### src/rtl/comparador_serial_id_pkg.sv
// Shared definitions for the bit-serial magnitude comparator.
//   ST_IGUAL / ST_MAYOR / ST_MENOR : (p,q) state encodings of the cell chain
//   fsm_e                          : control FSM states
//   N_DEFAULT                      : default word width
package comparador_pkg;

  localparam int N_DEFAULT = 8;

  localparam logic [1:0] ST_IGUAL = 2'b01;  // equal so far (initial state a)
  localparam logic [1:0] ST_MAYOR = 2'b10;  // A greater
  localparam logic [1:0] ST_MENOR = 2'b00;  // A smaller

  typedef enum logic [1:0] {
    IDLE,
    RUN,
    FIN
  } fsm_e;

endpackage

### src/rtl/comparador_serial_id_if.sv
// Handshake/result bundle of the bit-serial comparator.
//   start, A, B                     : request side (driven by the master)
//   ready, done, P, Q, mayor, menor, igual : status/result side (driven by the slave)
interface comparador_serial_id_if #(
  parameter int N = comparador_pkg::N_DEFAULT
);
  logic         start;
  logic [N-1:0] A;
  logic [N-1:0] B;
  logic         ready;
  logic         done;
  logic         P;
  logic         Q;
  logic         mayor;
  logic         menor;
  logic         igual;

  modport master (
    output start, A, B,
    input  ready, done, P, Q, mayor, menor, igual
  );

  modport slave (
    input  start, A, B,
    output ready, done, P, Q, mayor, menor, igual
  );
endinterface

### src/rtl/comparador_serial_id_celda_tipica_fn.sv
// Combinational next-state function of one typical comparator cell.
// Decided states (A greater / A smaller) are absorbing; the illegal
// state 11 is mapped back to "equal so far".
//   p_i, q_i   : current state
//   ai_i, bi_i : bit of A and B at this position
//   p_o, q_o   : next state
module celda_tipica_fn
  import comparador_pkg::*;
(
  input  logic p_i,
  input  logic q_i,
  input  logic ai_i,
  input  logic bi_i,
  output logic p_o,
  output logic q_o
);

  always_comb begin
    {p_o, q_o} = ST_IGUAL;
    case ({p_i, q_i})
      ST_IGUAL: begin
        if (ai_i && !bi_i)      {p_o, q_o} = ST_MAYOR;
        else if (!ai_i && bi_i) {p_o, q_o} = ST_MENOR;
        else                    {p_o, q_o} = ST_IGUAL;
      end
      ST_MAYOR: {p_o, q_o} = ST_MAYOR;
      ST_MENOR: {p_o, q_o} = ST_MENOR;
      default:  {p_o, q_o} = ST_IGUAL;
    endcase
  end

endmodule

### src/rtl/comparador_serial_id.sv
// Bit-serial magnitude comparator: one typical cell walked MSB to LSB over
// N clocks instead of an N-cell combinational chain.
//   clk   : system clock, rising edge
//   rst_n : synchronous active-low reset
//   bus   : slave side of comparador_serial_id_if (start/A/B in,
//           ready/done/P/Q/mayor/menor/igual out)
// Build option: define EARLY_EXIT_EN to finish as soon as the state is
// decided (first differing bit); otherwise latency is always N+1 cycles.
module comparador_serial_id
  import comparador_pkg::*;
#(
  parameter int N = N_DEFAULT
) (
  input  logic                   clk,
  input  logic                   rst_n,
  comparador_serial_id_if.slave  bus
);

  localparam int CW = $clog2(N);

  fsm_e          state_q, state_d;
  logic [CW-1:0] cnt_q,   cnt_d;
  logic [N-1:0]  sha_q,   sha_d;
  logic [N-1:0]  shb_q,   shb_d;
  logic [1:0]    pq_q,    pq_d;
  logic [1:0]    res_q,   res_d;
  logic          mayor_q, mayor_d;
  logic          menor_q, menor_d;
  logic          igual_q, igual_d;

  logic          cell_p, cell_q;
  logic          ready;
  logic          last;

  celda_tipica_fn u_celda (
    .p_i  (pq_q[1]),
    .q_i  (pq_q[0]),
    .ai_i (sha_q[N-1]),
    .bi_i (shb_q[N-1]),
    .p_o  (cell_p),
    .q_o  (cell_q)
  );

  assign ready = (state_q != RUN);

  // MSB-first absorption makes the first decided state final, so the
  // early-exit build may stop there without changing the result.
`ifdef EARLY_EXIT_EN
  assign last = (cnt_q == '0) || ({cell_p, cell_q} != ST_IGUAL);
`else
  assign last = (cnt_q == '0);
`endif

  always_comb begin
    state_d = state_q;
    cnt_d   = cnt_q;
    sha_d   = sha_q;
    shb_d   = shb_q;
    pq_d    = pq_q;
    res_d   = res_q;
    mayor_d = mayor_q;
    menor_d = menor_q;
    igual_d = igual_q;

    case (state_q)
      IDLE, FIN: begin
        state_d = IDLE;
        if (bus.start) begin
          sha_d   = bus.A;
          shb_d   = bus.B;
          pq_d    = ST_IGUAL;
          cnt_d   = CW'(N - 1);
          state_d = RUN;
        end
      end
      RUN: begin
        pq_d  = {cell_p, cell_q};
        sha_d = {sha_q[N-2:0], 1'b0};
        shb_d = {shb_q[N-2:0], 1'b0};
        if (last) begin
          // Results load on the edge into FIN so they are valid with done.
          state_d = FIN;
          res_d   = {cell_p, cell_q};
          mayor_d = ({cell_p, cell_q} == ST_MAYOR);
          menor_d = ({cell_p, cell_q} == ST_MENOR);
          igual_d = ({cell_p, cell_q} == ST_IGUAL);
        end else begin
          cnt_d = cnt_q - 1'b1;
        end
      end
      default: state_d = IDLE;
    endcase
  end

  always_ff @(posedge clk) begin
    if (!rst_n) begin
      state_q <= IDLE;
      cnt_q   <= '0;
      pq_q    <= ST_IGUAL;
      res_q   <= ST_IGUAL;
      mayor_q <= 1'b0;
      menor_q <= 1'b0;
      igual_q <= 1'b0;
    end else begin
      state_q <= state_d;
      cnt_q   <= cnt_d;
      pq_q    <= pq_d;
      res_q   <= res_d;
      mayor_q <= mayor_d;
      menor_q <= menor_d;
      igual_q <= igual_d;
    end
  end

  // Operand shifters carry data only and need no reset.
  always_ff @(posedge clk) begin
    sha_q <= sha_d;
    shb_q <= shb_d;
  end

  assign bus.ready = ready;
  assign bus.done  = (state_q == FIN);
  assign bus.P     = res_q[1];
  assign bus.Q     = res_q[0];
  assign bus.mayor = mayor_q;
  assign bus.menor = menor_q;
  assign bus.igual = igual_q;

endmodule

### src/flat_wrapper.sv
// flat-port wrapper written by rule: the top's interface ports become plain ports
module comparador_serial_id_flat import comparador_pkg::*;
#(
  parameter int N = N_DEFAULT
)
  (clk, rst_n, bus_start, bus_A, bus_B, bus_ready, bus_done, bus_P, bus_Q, bus_mayor, bus_menor, bus_igual);
  comparador_serial_id_if #(.N(N)) bus_i ();
  input  logic clk;
  input  logic rst_n;
  input wire logic [$bits(bus_i.start)-1:0] bus_start;
  input wire logic [$bits(bus_i.A)-1:0] bus_A;
  input wire logic [$bits(bus_i.B)-1:0] bus_B;
  output wire logic [$bits(bus_i.ready)-1:0] bus_ready;
  output wire logic [$bits(bus_i.done)-1:0] bus_done;
  output wire logic [$bits(bus_i.P)-1:0] bus_P;
  output wire logic [$bits(bus_i.Q)-1:0] bus_Q;
  output wire logic [$bits(bus_i.mayor)-1:0] bus_mayor;
  output wire logic [$bits(bus_i.menor)-1:0] bus_menor;
  output wire logic [$bits(bus_i.igual)-1:0] bus_igual;
  assign bus_i.start = bus_start;
  assign bus_i.A = bus_A;
  assign bus_i.B = bus_B;
  assign bus_ready = bus_i.ready;
  assign bus_done = bus_i.done;
  assign bus_P = bus_i.P;
  assign bus_Q = bus_i.Q;
  assign bus_mayor = bus_i.mayor;
  assign bus_menor = bus_i.menor;
  assign bus_igual = bus_i.igual;
  comparador_serial_id #(.N(N)) u_core (.clk(clk), .rst_n(rst_n), .bus(bus_i));
endmodule
### config.mk
export PLATFORM = sky130hd
export DESIGN_NAME = comparador_serial_id_flat
export DESIGN_NICKNAME = d
export VERILOG_FILES = /design/src/rtl/comparador_serial_id_pkg.sv /design/src/rtl/comparador_serial_id_if.sv /design/src/rtl/comparador_serial_id_celda_tipica_fn.sv /design/src/rtl/comparador_serial_id.sv /design/src/flat_wrapper.sv
export SDC_FILE = /design/constraint.sdc
export NUM_CORES = 1
export LEC_CHECK = 0
export BUFFER_PORTS_ARGS = -buffer_cell sky130_fd_sc_hd__clkbuf_2
export CORE_AREA = 8 8 62 59
export CTS_CLUSTER_SIZE = 24
export DETAILED_ROUTE_END_ITERATION = 7
export DIE_AREA = 0 0 70 67
export PLACE_DENSITY = 0.83
export SYNTH_ARGS = -nofsm -noshare
export SYNTH_HDL_FRONTEND = slang
export SYNTH_SLANG_ARGS = --single-unit
### constraint.sdc
create_clock -name clk -period 2.5 [get_ports clk]
set_clock_uncertainty 0.1 [all_clocks]
set_input_delay 0.25 -clock clk [delete_from_list [all_inputs] [get_ports clk]]
set_output_delay 0.25 -clock clk [all_outputs]
set_load 0.01 [all_outputs]
==> results.yml <==
run_status:
  status: "complete, no violations"
cts:
  cts-htree-levels: 1
  clock_sinks: 28
  cts_setup_buffers: 0
  clk_latency_ns: 0.31
  clock_path_buffers: 2
  cts_tree: "yes"
  cts_root_buf: "clkbuf_4"
  cts_buffers: 3
  ctsResizeCount: 0
  path_clk_slew_ns: 0.15
  ctsHoldBuffers: 0
min_path:
  hp-class: "in -> reg"
  worstHoldStart: "bus_B[6]"
detailed_routing:
  wl_met1_um: 1036
  drt_iter0_drc: 41
  wl_um: 2528
  vias: 988
  top_layer_used: "met4"
  met3_length_um: 102
  drtAntennaViolNets: 0
  avgViaCountPerCell: 5.228
  post-route-drc-count: 0
  met2_length_um: 1373
  detail_route.wl_per_cell_um: 13.38
  first_pass_iters: 4
global_route:
  grt.total_usage: 0.1110
  antenna_found_initial: 0
  grt_first_pass_wirelength_um: 4326
  grt_overflow: 0
  grt_max_degree: 23
  grt_pass1_vias: 980
finish:
  final_core_util: 0.5647
  fillers: 227
  drive_gt1_frac: 0.1950
  final_nets: 185
  final_cell_mix: "nand2_1 (48), clkbuf_2 (25), edfxtp_1 (16)"
  final_common_cell: "nand2_1"
  syn_to_final_growth_pct: 13.04
  n_antenna_cell: 0
synthesis:
  synth_largest_area_cell: "edfxtp_1"
  synthTopCellsByArea: "edfxtp_1 (37%), dfxtp_1 (18%), nand2_1 (14%)"
  ys_warn_count: 0
  netlist_instances: 135
  ys_types: 32
  synth_nets: 160
  avgSynthCellArea_um2: 9.667
  synth.ff_latch_count: 28
  synth_top_area_frac: 0.3682
  synthesis.area_mm2: 0.001305
  ys_seq_area_frac: 0.5523
setup_path:
  startpoint_type: "flop"
  crit_path_end_kind: "flop"
  worstPathMaxFanout: 22
  cpPeakStageDelay_ns: 0.55
  worstPathRequired_ns: 2.37
  critPathTopFamily: "simple AND/OR/NAND/NOR gates"
  crit_path_top_delay_cell: "nand2_1"
  worstSetupPathType: "reg -> reg"
  reg2reg_from: "u_core.state_q[0]$_SDFFE_PN0P_"
  critPathLaunch: "u_core.state_q[0]$_SDFFE_PN0P_"
  crit_buf_inv: 1
  arrival_ns: 1.71
  path_cells: "nor2b_1 -> inv_2 -> nand2_1"
power_and_ir_drop:
  irDropWorstVdd_uv: 380.2
  p_per_area_mw_per_mm2: 639.0
  p_leak_uw: 0.0006867
place:
  port_buffers: 25
  gp_congestion: 0.7873
  hpwl_um: 1954
timing:
  rsz0062_at_grt: "false"
  setup-tns-final_ns: 0
  fmax_ghz: 0.5428
  tightest_slew_ns: 0.6623
  fin_crit_sh: 0.7369
  hold_viol: 0
  setup_viol: 0
  finalCriticalPeriod_ns: 1.842
  relSlewSlack: 0.5574
  slew_violations: 0
floorplanning:
  fp.dieW_um: 70
  die_area_mm2: 0.004690
  initial_core_util: 0.4995
  ioPinCount: 26
  core_area_mm2: 0.002613
  die_h_um: 67
  rows: 18
run:
  cap_viol_max_count: 0
==> report_power, final <==
part,internal (uW),switching (uW)
clock,62.3,126
combinational,72.9,108
sequential,550,23.3
==> cell usage after synthesis, drive strengths merged <==
cell	n
a21boi	5
a21o	1
a21oi	2
and2	4
and2b	1
and4bb	1
buf	4
clkbuf	2
dfxtp	12
edfxtp	16
ha	6
inv	6
mux2i	1
nand2	48
nand2b	2
nand3	2
nand4bb	1
nor2	2
nor2b	4
nor3	3
nor3b	1
o211a	1
o211ai	3
o21a	1
o21ai	2
o21bai	1
o311a	1
or3	1
or4	1
==> area by class of cell <==
cell class,count,area [um^2],share of cell area
sequential,28,720.7,0.4886
clock buffer,4,26.28,0.01781
multi-input combinational,95,535.5,0.3630
inverter,6,22.52,0.01527
timing repair buffer,26,132.6,0.08991
tap,30,37.54,0.02545
==> final timing paths <==
check	cells past startpoint	slack, ns	end
hold reg to reg	2	0.37	u_core.res_q[1]$_SDFFE_PN0P_
setup / recovery	3	0.66	u_core.sha_q[5]$_DFFE_PP_
hold / removal	3	0.1	u_core.shb_q[6]$_DFFE_PP_
setup reg to reg	3	0.66	u_core.sha_q[5]$_DFFE_PP_
==> metrics by stage <==
stage | hold slack [ns] | cells | cell area, um^2 | setup WS, ns | total power [uW]
2_1_floorplan | 0.3038 | 135 | 1305 | 0.6474 | 707.5
3_3_place_gp | 0.3423 | 185 | 1449 | 0.7604 | 749.1
3_5_place_dp | 0.3528 | 185 | 1449 | 0.6699 | 767.4
4_1_cts | 0.09122 | 189 | 1475 | 0.6533 | 945.6
5_1_grt | 0.08669 | 189 | 1475 | 0.5286 | 997.1
6_report | 0.09598 | 189 | 1475 | 0.6577 | 942.7
==> flip-flops by register name (all words and copies together) (netlist names) <==
register,count
u_core.sha_q,8
u_core.res_q,2
u_core.cnt_q,3
u_core.shb_q,8
u_core.pq_q,2
u_core.bus.mayor,1
u_core.bus.menor,1
u_core.state_q,2
u_core.bus.igual,1
==> metal layers <==
metal  global-route usage  vias up
met5                    0        -
li1                     -      500
met1               0.1276      466
met3              0.02080        2
met4              0.03759        0
met2               0.2030       20
==> cell families after synthesis <==
logic type,Yosys count,synth area share
adders and majority gates,6,0.05752
DFF,28,0.5523
AOI/OAI and AO/OA,17,0.09396
buffers and inverters,12,0.03739
and+or+nand+nor,71,0.2512
muxes,1,0.007670
==> worst register-to-register path, cell delays in order (launching register included) <==
cell and delay [ns]:
dfxtp_1 0.45, nor2b_1 0.22, inv_2 0.18, nand2_1 0.55
(Power assumes the default switching activity.)
